### config.mk
export PLATFORM = sky130hd
export DESIGN_NAME = ldtu_lane_distributor
export DESIGN_NICKNAME = d
export VERILOG_FILES = /design/src/rtl/ldtu_lane_distributor.sv
export SDC_FILE = /design/constraint.sdc
export NUM_CORES = 1
export LEC_CHECK = 0
export CORE_MARGIN = 5
export CORE_UTILIZATION = 50
export CTS_CLUSTER_SIZE = 24
export DETAILED_ROUTE_END_ITERATION = 10
export MAX_ROUTING_LAYER = met4
export PLACE_DENSITY_LB_ADDON = 0.1
export SLEW_MARGIN = 15
export SYNTH_ARGS = -nofsm -noshare
export SYNTH_HDL_FRONTEND = slang
export SYNTH_SLANG_ARGS = --single-unit
### constraint.sdc
create_clock -name CLK -period 3.3 [get_ports CLK]
set_clock_uncertainty 0.15 [all_clocks]
set_input_delay 0.66 -clock CLK [delete_from_list [all_inputs] [get_ports CLK]]
set_output_delay 0.66 -clock CLK [all_outputs]
set_load 0.005 [all_outputs]
### src/rtl/ldtu_lane_distributor.sv
// Per-frame lane filler: pops the FWFT output FIFO round-robin into NLANES lanes, or emits ATU/IDLE/SYNC words.
// Output latency is one frame. A FIFO underflow fills the lane with IDLE_WORD. There is no stall path.
module ldtu_lane_distributor #(
  parameter int               NBITS        = 32,
  parameter int               NLANES       = 4,
  parameter int               WORD_CYCLES  = 8,
  parameter int               CNT_BITS     = 3,
  parameter int               ALIGN_FRAMES = 4,
  parameter logic [NBITS-1:0] IDLE_WORD    = 32'hEAAAAAAA,
  parameter logic [NBITS-1:0] SYNC_WORD    = 32'h5A5A5A5A
) (
  input  logic                    CLK,
  input  logic                    RST,
  input  logic                    CALIBRATION_BUSY,
  input  logic                    TEST_ENABLE,
  input  logic                    Orbit,
  input  logic                    fifo_empty,
  input  logic [NBITS-1:0]        fifo_data,
  output logic                    fifo_rd,
  input  logic [NLANES*NBITS-1:0] DATA32_ATU,
  output logic [NLANES*NBITS-1:0] DATA32_out,
  output logic                    load_strobe,
  output logic [1:0]              mode,
  output logic [15:0]             idle_cnt
);

  localparam int                  AW   = $clog2(ALIGN_FRAMES + 1);
  localparam logic [CNT_BITS-1:0] LAST = CNT_BITS'(WORD_CYCLES - 1);
  localparam logic [CNT_BITS:0]   NL   = (CNT_BITS + 1)'(NLANES);

  typedef enum logic [1:0] {
    MODE_DATA  = 2'b00,
    MODE_TEST  = 2'b01,
    MODE_CALIB = 2'b10,
    MODE_ALIGN = 2'b11
  } mode_t;

  mode_t                mode_q, mode_nxt;
  logic [CNT_BITS-1:0]  cnt;
  logic [AW-1:0]        align_cnt;
  logic                 orbit_pend;
  logic                 sync_frame;
  logic [NBITS-1:0]     staging [NLANES];
  logic [NLANES*NBITS-1:0] frame_result;
  logic                 boundary, in_fill, data_fill;
  logic [NBITS-1:0]     lane_word;

  assign boundary  = (cnt == LAST);
  assign in_fill   = ({1'b0, cnt} < NL);
  assign data_fill = (mode_q == MODE_DATA) && !sync_frame && in_fill;
  assign fifo_rd   = !RST && data_fill && !fifo_empty;
  assign lane_word = fifo_rd ? fifo_data : IDLE_WORD;
  assign mode      = mode_q;

  always_ff @(posedge CLK) begin
    if (RST) mode_q <= MODE_ALIGN;
    else     mode_q <= mode_nxt;
  end

  // Mode only moves at a frame boundary, so mid-frame input changes never split a frame.
  always_comb begin
    mode_nxt = mode_q;
    if (boundary) begin
      if (mode_q == MODE_ALIGN && align_cnt < AW'(ALIGN_FRAMES - 1)) mode_nxt = MODE_ALIGN;
      else if (CALIBRATION_BUSY)                                     mode_nxt = MODE_CALIB;
      else if (TEST_ENABLE)                                          mode_nxt = MODE_TEST;
      else                                                           mode_nxt = MODE_DATA;
    end
  end

  // The lane being filled on the boundary cycle bypasses staging so WORD_CYCLES == NLANES still works.
  always_comb begin
    frame_result = '0;
    case (mode_q)
      MODE_ALIGN: frame_result = {NLANES{SYNC_WORD}};
      MODE_TEST:  frame_result = DATA32_ATU;
      MODE_CALIB: frame_result = {NLANES{IDLE_WORD}};
      default: begin
        if (sync_frame) begin
          frame_result = {NLANES{SYNC_WORD}};
        end else begin
          for (int k = 0; k < NLANES; k++)
            frame_result[k*NBITS +: NBITS] =
              (in_fill && cnt == CNT_BITS'(k)) ? lane_word : staging[k];
        end
      end
    endcase
  end

  always_ff @(posedge CLK) begin
    if (RST) begin
      cnt         <= '0;
      align_cnt   <= '0;
      orbit_pend  <= 1'b0;
      sync_frame  <= 1'b0;
      load_strobe <= 1'b0;
      idle_cnt    <= '0;
      DATA32_out  <= {NLANES{IDLE_WORD}};
      for (int k = 0; k < NLANES; k++) staging[k] <= IDLE_WORD;
    end else begin
      cnt         <= boundary ? '0 : cnt + 1'b1;
      load_strobe <= boundary;
      // A new Orbit on the clearing cycle wins, so it is not lost.
      if (Orbit)                          orbit_pend <= 1'b1;
      else if (cnt == '0 && sync_frame)   orbit_pend <= 1'b0;
      if (boundary) begin
        DATA32_out <= frame_result;
        sync_frame <= (mode_nxt == MODE_DATA) && orbit_pend;
        if (mode_q == MODE_ALIGN && align_cnt != AW'(ALIGN_FRAMES))
          align_cnt <= align_cnt + 1'b1;
      end
      if (data_fill) begin
        for (int k = 0; k < NLANES; k++)
          if (cnt == CNT_BITS'(k)) staging[k] <= lane_word;
        if (fifo_empty && idle_cnt != 16'hFFFF) idle_cnt <= idle_cnt + 1'b1;
      end
    end
  end

endmodule
==> impl_metrics.yaml <==
grt:
  grt_start_max_net_pins: 69
  globalRoute.totalOverflow: 0
  via_count_of_the_first_global_routing_pass: 11500
  antenna_found_initial: 2
  wire_length_of_the_first_global_routing_pass_um: 65600
  track_usage: 0.296
clock_network:
  cts.path.max_buffers: 3
  count_of_hold_buffers_inserted_by_post_cts_repair: 0
  cts.clk_slew.worst_paths_ns: 0.06
  ctsResizeCount: 0
  clock_latency_ns: 0.55
  cts.sinks: 283
  tritoncts_buffer_count: 30
  cts_tree: "done"
  count_of_buffers_added_by_post_cts_timing_repair_for_setup: 0
  h-tree-depth: 1
  clock-root-buffer: "sky130_fd_sc_hd__clkbuf_16"
placed_design:
  port_buffers: 313
  globalplace.congestion: 0.833
  hpwlAfterDp_um: 29400
  place_ws_ns: 0.355
setup_path:
  start_kind: "flop"
  crit_required_ns: 2.49
  rr_worst_depth: 7
  worstPathMaxFanout: 27
  crit-reg2reg-capture: "DATA32_out[99]"
  crit_path_end_kind: "output port"
  setup.worst_path.class: "reg2out"
  register_to_register_setup_slack_ns: 0.49
  crit_arrival_ns: 2.14
  crit-reg2reg-launch: "cnt[2]"
synth:
  synth_edf_count: 128
  ys.warnings.count: 0
  post_synth_mux_area_share: 0.00428
  netlist-cell-type-count: 59
  ys_ff_latch: 283
  yosys.area_share.xor_xnor: 0.000696
  synth_adder_area_share: 0.00895
  syn-num-nets: 1475
  synth_compound_gate_area_share: 0.216
  asyncSetResetFlopFracSynth: 0
  seq_area_frac_synth: 0.552
  syn-cell-area_sq_um: 12600
  main_combinational_cell_family_by_area_after_synthesis: "compound AO/OA/AOI/OAI gates"
  synth_top_flop_cell: "sky130_fd_sc_hd__dfxtp_1"
  post_synth.cell_area_avg_sq_um: 9.68
  synth_cells: 1300
  synth_simple_gate_area_frac: 0.169
floorplanning:
  floorplan.die.height_um: 169
  design.die.area_sq_um: 28400
  initial_core_util: 0.504
  io_pins: 314
  fp-row-count: 58
  design.core.area_sq_um: 25000
  die_width_um: 169
pwr:
  leakage_dissipation_nw: 5.84
  worst_ir_drop_vdd_v: 0.000400
  powerDensity_nw_per_um2: 447
detailed_routing:
  route.detailed.vias_per_inst: 6.09
  drt-pass1-iter-count: 5
  vias: 11900
  detailedRoute.firstIterationViolations: 1226
  route.final.wire_length_um: 43200
  drc: 0
  ant_nets: 0
  routed_wire_length_per_instance_um: 22.2
timing:
  setup_tns_ns: 0
  rsz0062_at_grt: "false"
  number_of_setup_violations_in_the_final_report: 0
  finalCritPeriodShare: 0.893
  max_slew_headroom: 0.324
  timing_max_transition_violations_final: 0
  finalWorstPathRequiredPeriod_ns: 2.95
  hold_violations: 0
  final.setup.worst_slack_ns: 0.354
  timing.fmax_ghz: 0.339
  tightestPinTransition_ns: 1.01
  hold-worst-slack_ns: 0.238
finish:
  synthToLayoutAreaGrowth_pct: 36.4
  fillerInstances: 2025
  seq_area_sq_um: 6950
  area_of_combinational_cells_with_multiple_inputs_sq_um: 5060
  finish.net_count: 1766
  final_layout_size_suffix_gt1_frac: 0.0854
  most_common_library_cell_in_the_layout_ignoring_fill_and_taps: "sky130_fd_sc_hd__clkdlybuf4s50_1"
  mostFrequentLayoutCells: "sky130_fd_sc_hd__clkdlybuf4s50_1, sky130_fd_sc_hd__dfxtp_1, sky130_fd_sc_hd__nor2_1"
job:
  max-cap-violations: 0
min_path:
  worst_hold_startpoint: "RST"
  timing.hold.worst_path_depth: 2
  hp-class: "in2reg"
  whs_endpoint: "sync_frame"
status:
  result_of_the_run: "finished clean"
==> cells by family after synthesis <==
| family | count (synthesis) |
|---|---|
| and+or+nand+nor | 439 |
| AOI/OAI and AO/OA | 413 |
| DFF | 283 |
| buffers and inverters | 150 |
| adders and majority gates | 9 |
| muxes | 5 |
| xor gates and xnor gates | 1 |
==> how the worst max path moves through the flow <==
| stage | from | endpoint | slack (ns) | depth (start not counted) |
|---|---|---|---|---|
| finish | mode[0] | fifo_rd | 0.35 | 5 |
| global route | mode[0] | fifo_rd | 0.25 | 5 |
| CTS | mode[0] | fifo_rd | 0.36 | 5 |
| detailed placement | fifo_empty | DATA32_out[107] | 0.36 | 6 |
| global placement | fifo_empty | DATA32_out[107] | 0.40 | 6 |
| floorplan | RST | staging[0][0] | 0.64 | 4 |
==> registers in the layout (all words and copies together), names as in the netlist <==
signal	flops
DATA32_out	128
staging	128
idle_cnt	16
align_cnt	3
cnt	3
mode	2
load_strobe	1
orbit_pend	1
sync_frame	1
==> layout make-up <==
class	instances	share of cell area
flip-flops and latches	283	0.405
multi-input cells	867	0.295
repair buffers	365	0.207
clock buffers	33	0.0457
well taps	330	0.0241
clock inverters	23	0.0130
inverters	44	0.00963
diodes	2	0.000292
==> routing by layer <==
layer	track usage	vias up	part of all wire
li1	-	5432	-
met1	0.388	5740	0.41
met2	0.480	608	0.48
met3	0.0525	72	0.083
met4	0.0776	0	0.024
met5	-	-	0
==> Yosys cell counts (3+ instances only) <==
cell type,instances,share of area
sky130_fd_sc_hd__nand2_1,105,0.031
sky130_fd_sc_hd__nand2b_1,17,0.0085
sky130_fd_sc_hd__a211oi_1,34,0.020
sky130_fd_sc_hd__o221ai_1,39,0.027
sky130_fd_sc_hd__a221oi_1,70,0.049
sky130_fd_sc_hd__nor3_2,12,0.0095
sky130_fd_sc_hd__or3_1,4,0.0020
sky130_fd_sc_hd__and2_1,24,0.012
sky130_fd_sc_hd__nor2_1,145,0.043
sky130_fd_sc_hd__or2_2,4,0.0020
sky130_fd_sc_hd__a21oi_1,109,0.043
sky130_fd_sc_hd__a21o_1,10,0.0060
sky130_fd_sc_hd__nor4_1,9,0.0045
sky130_fd_sc_hd__or4_1,7,0.0042
sky130_fd_sc_hd__inv_1,42,0.013
sky130_fd_sc_hd__buf_2,21,0.0084
sky130_fd_sc_hd__and3_1,13,0.0065
sky130_fd_sc_hd__a31oi_1,5,0.0025
sky130_fd_sc_hd__edfxtp_1,128,0.31
sky130_fd_sc_hd__ha_1,9,0.0090
sky130_fd_sc_hd__mux2_2,3,0.0027
sky130_fd_sc_hd__nor3_1,23,0.0092
sky130_fd_sc_hd__o21ai_0,103,0.041
sky130_fd_sc_hd__nand3_1,51,0.020
sky130_fd_sc_hd__o22a_1,3,0.0021
sky130_fd_sc_hd__and4_1,3,0.0021
sky130_fd_sc_hd__a2bb2oi_1,4,0.0028
sky130_fd_sc_hd__nand4_1,5,0.0025
sky130_fd_sc_hd__a221o_1,4,0.0032
sky130_fd_sc_hd__buf_1,4,0.0012
sky130_fd_sc_hd__nor2b_1,9,0.0045
sky130_fd_sc_hd__dfxtp_1,155,0.25
sky130_fd_sc_hd__clkbuf_1,79,0.024
sky130_fd_sc_hd__o22ai_1,15,0.0075
==> stage by stage <==
step            util  total power, mW  std cells  cell area (sq um)
2_1_floorplan      -             3.94       1300              12600
3_3_place_gp   0.647             4.29       1889              16100
3_5_place_dp   0.647             4.29       1889              16100
4_1_cts        0.687             7.69       1945              17100
5_1_grt        0.687             7.88       1947              17200
6_report       0.687             7.66       1947              17200
==> power by group <==
group          switching (mW)  internal (mW)
sequential             0.0207           3.70
clock                    1.41           2.02
combinational           0.254          0.254
total                    1.69           5.97
==> critical path, cell delays in order, from the launching register on <==
cell and delay, ns:
sky130_fd_sc_hd__dfxtp_1 0.48, sky130_fd_sc_hd__buf_4 0.39, sky130_fd_sc_hd__nor2_1 0.11, sky130_fd_sc_hd__nand2_2 0.09, sky130_fd_sc_hd__inv_2 0.06, sky130_fd_sc_hd__clkdlybuf4s50_1 0.44
(Power assumes the default switching activity.)
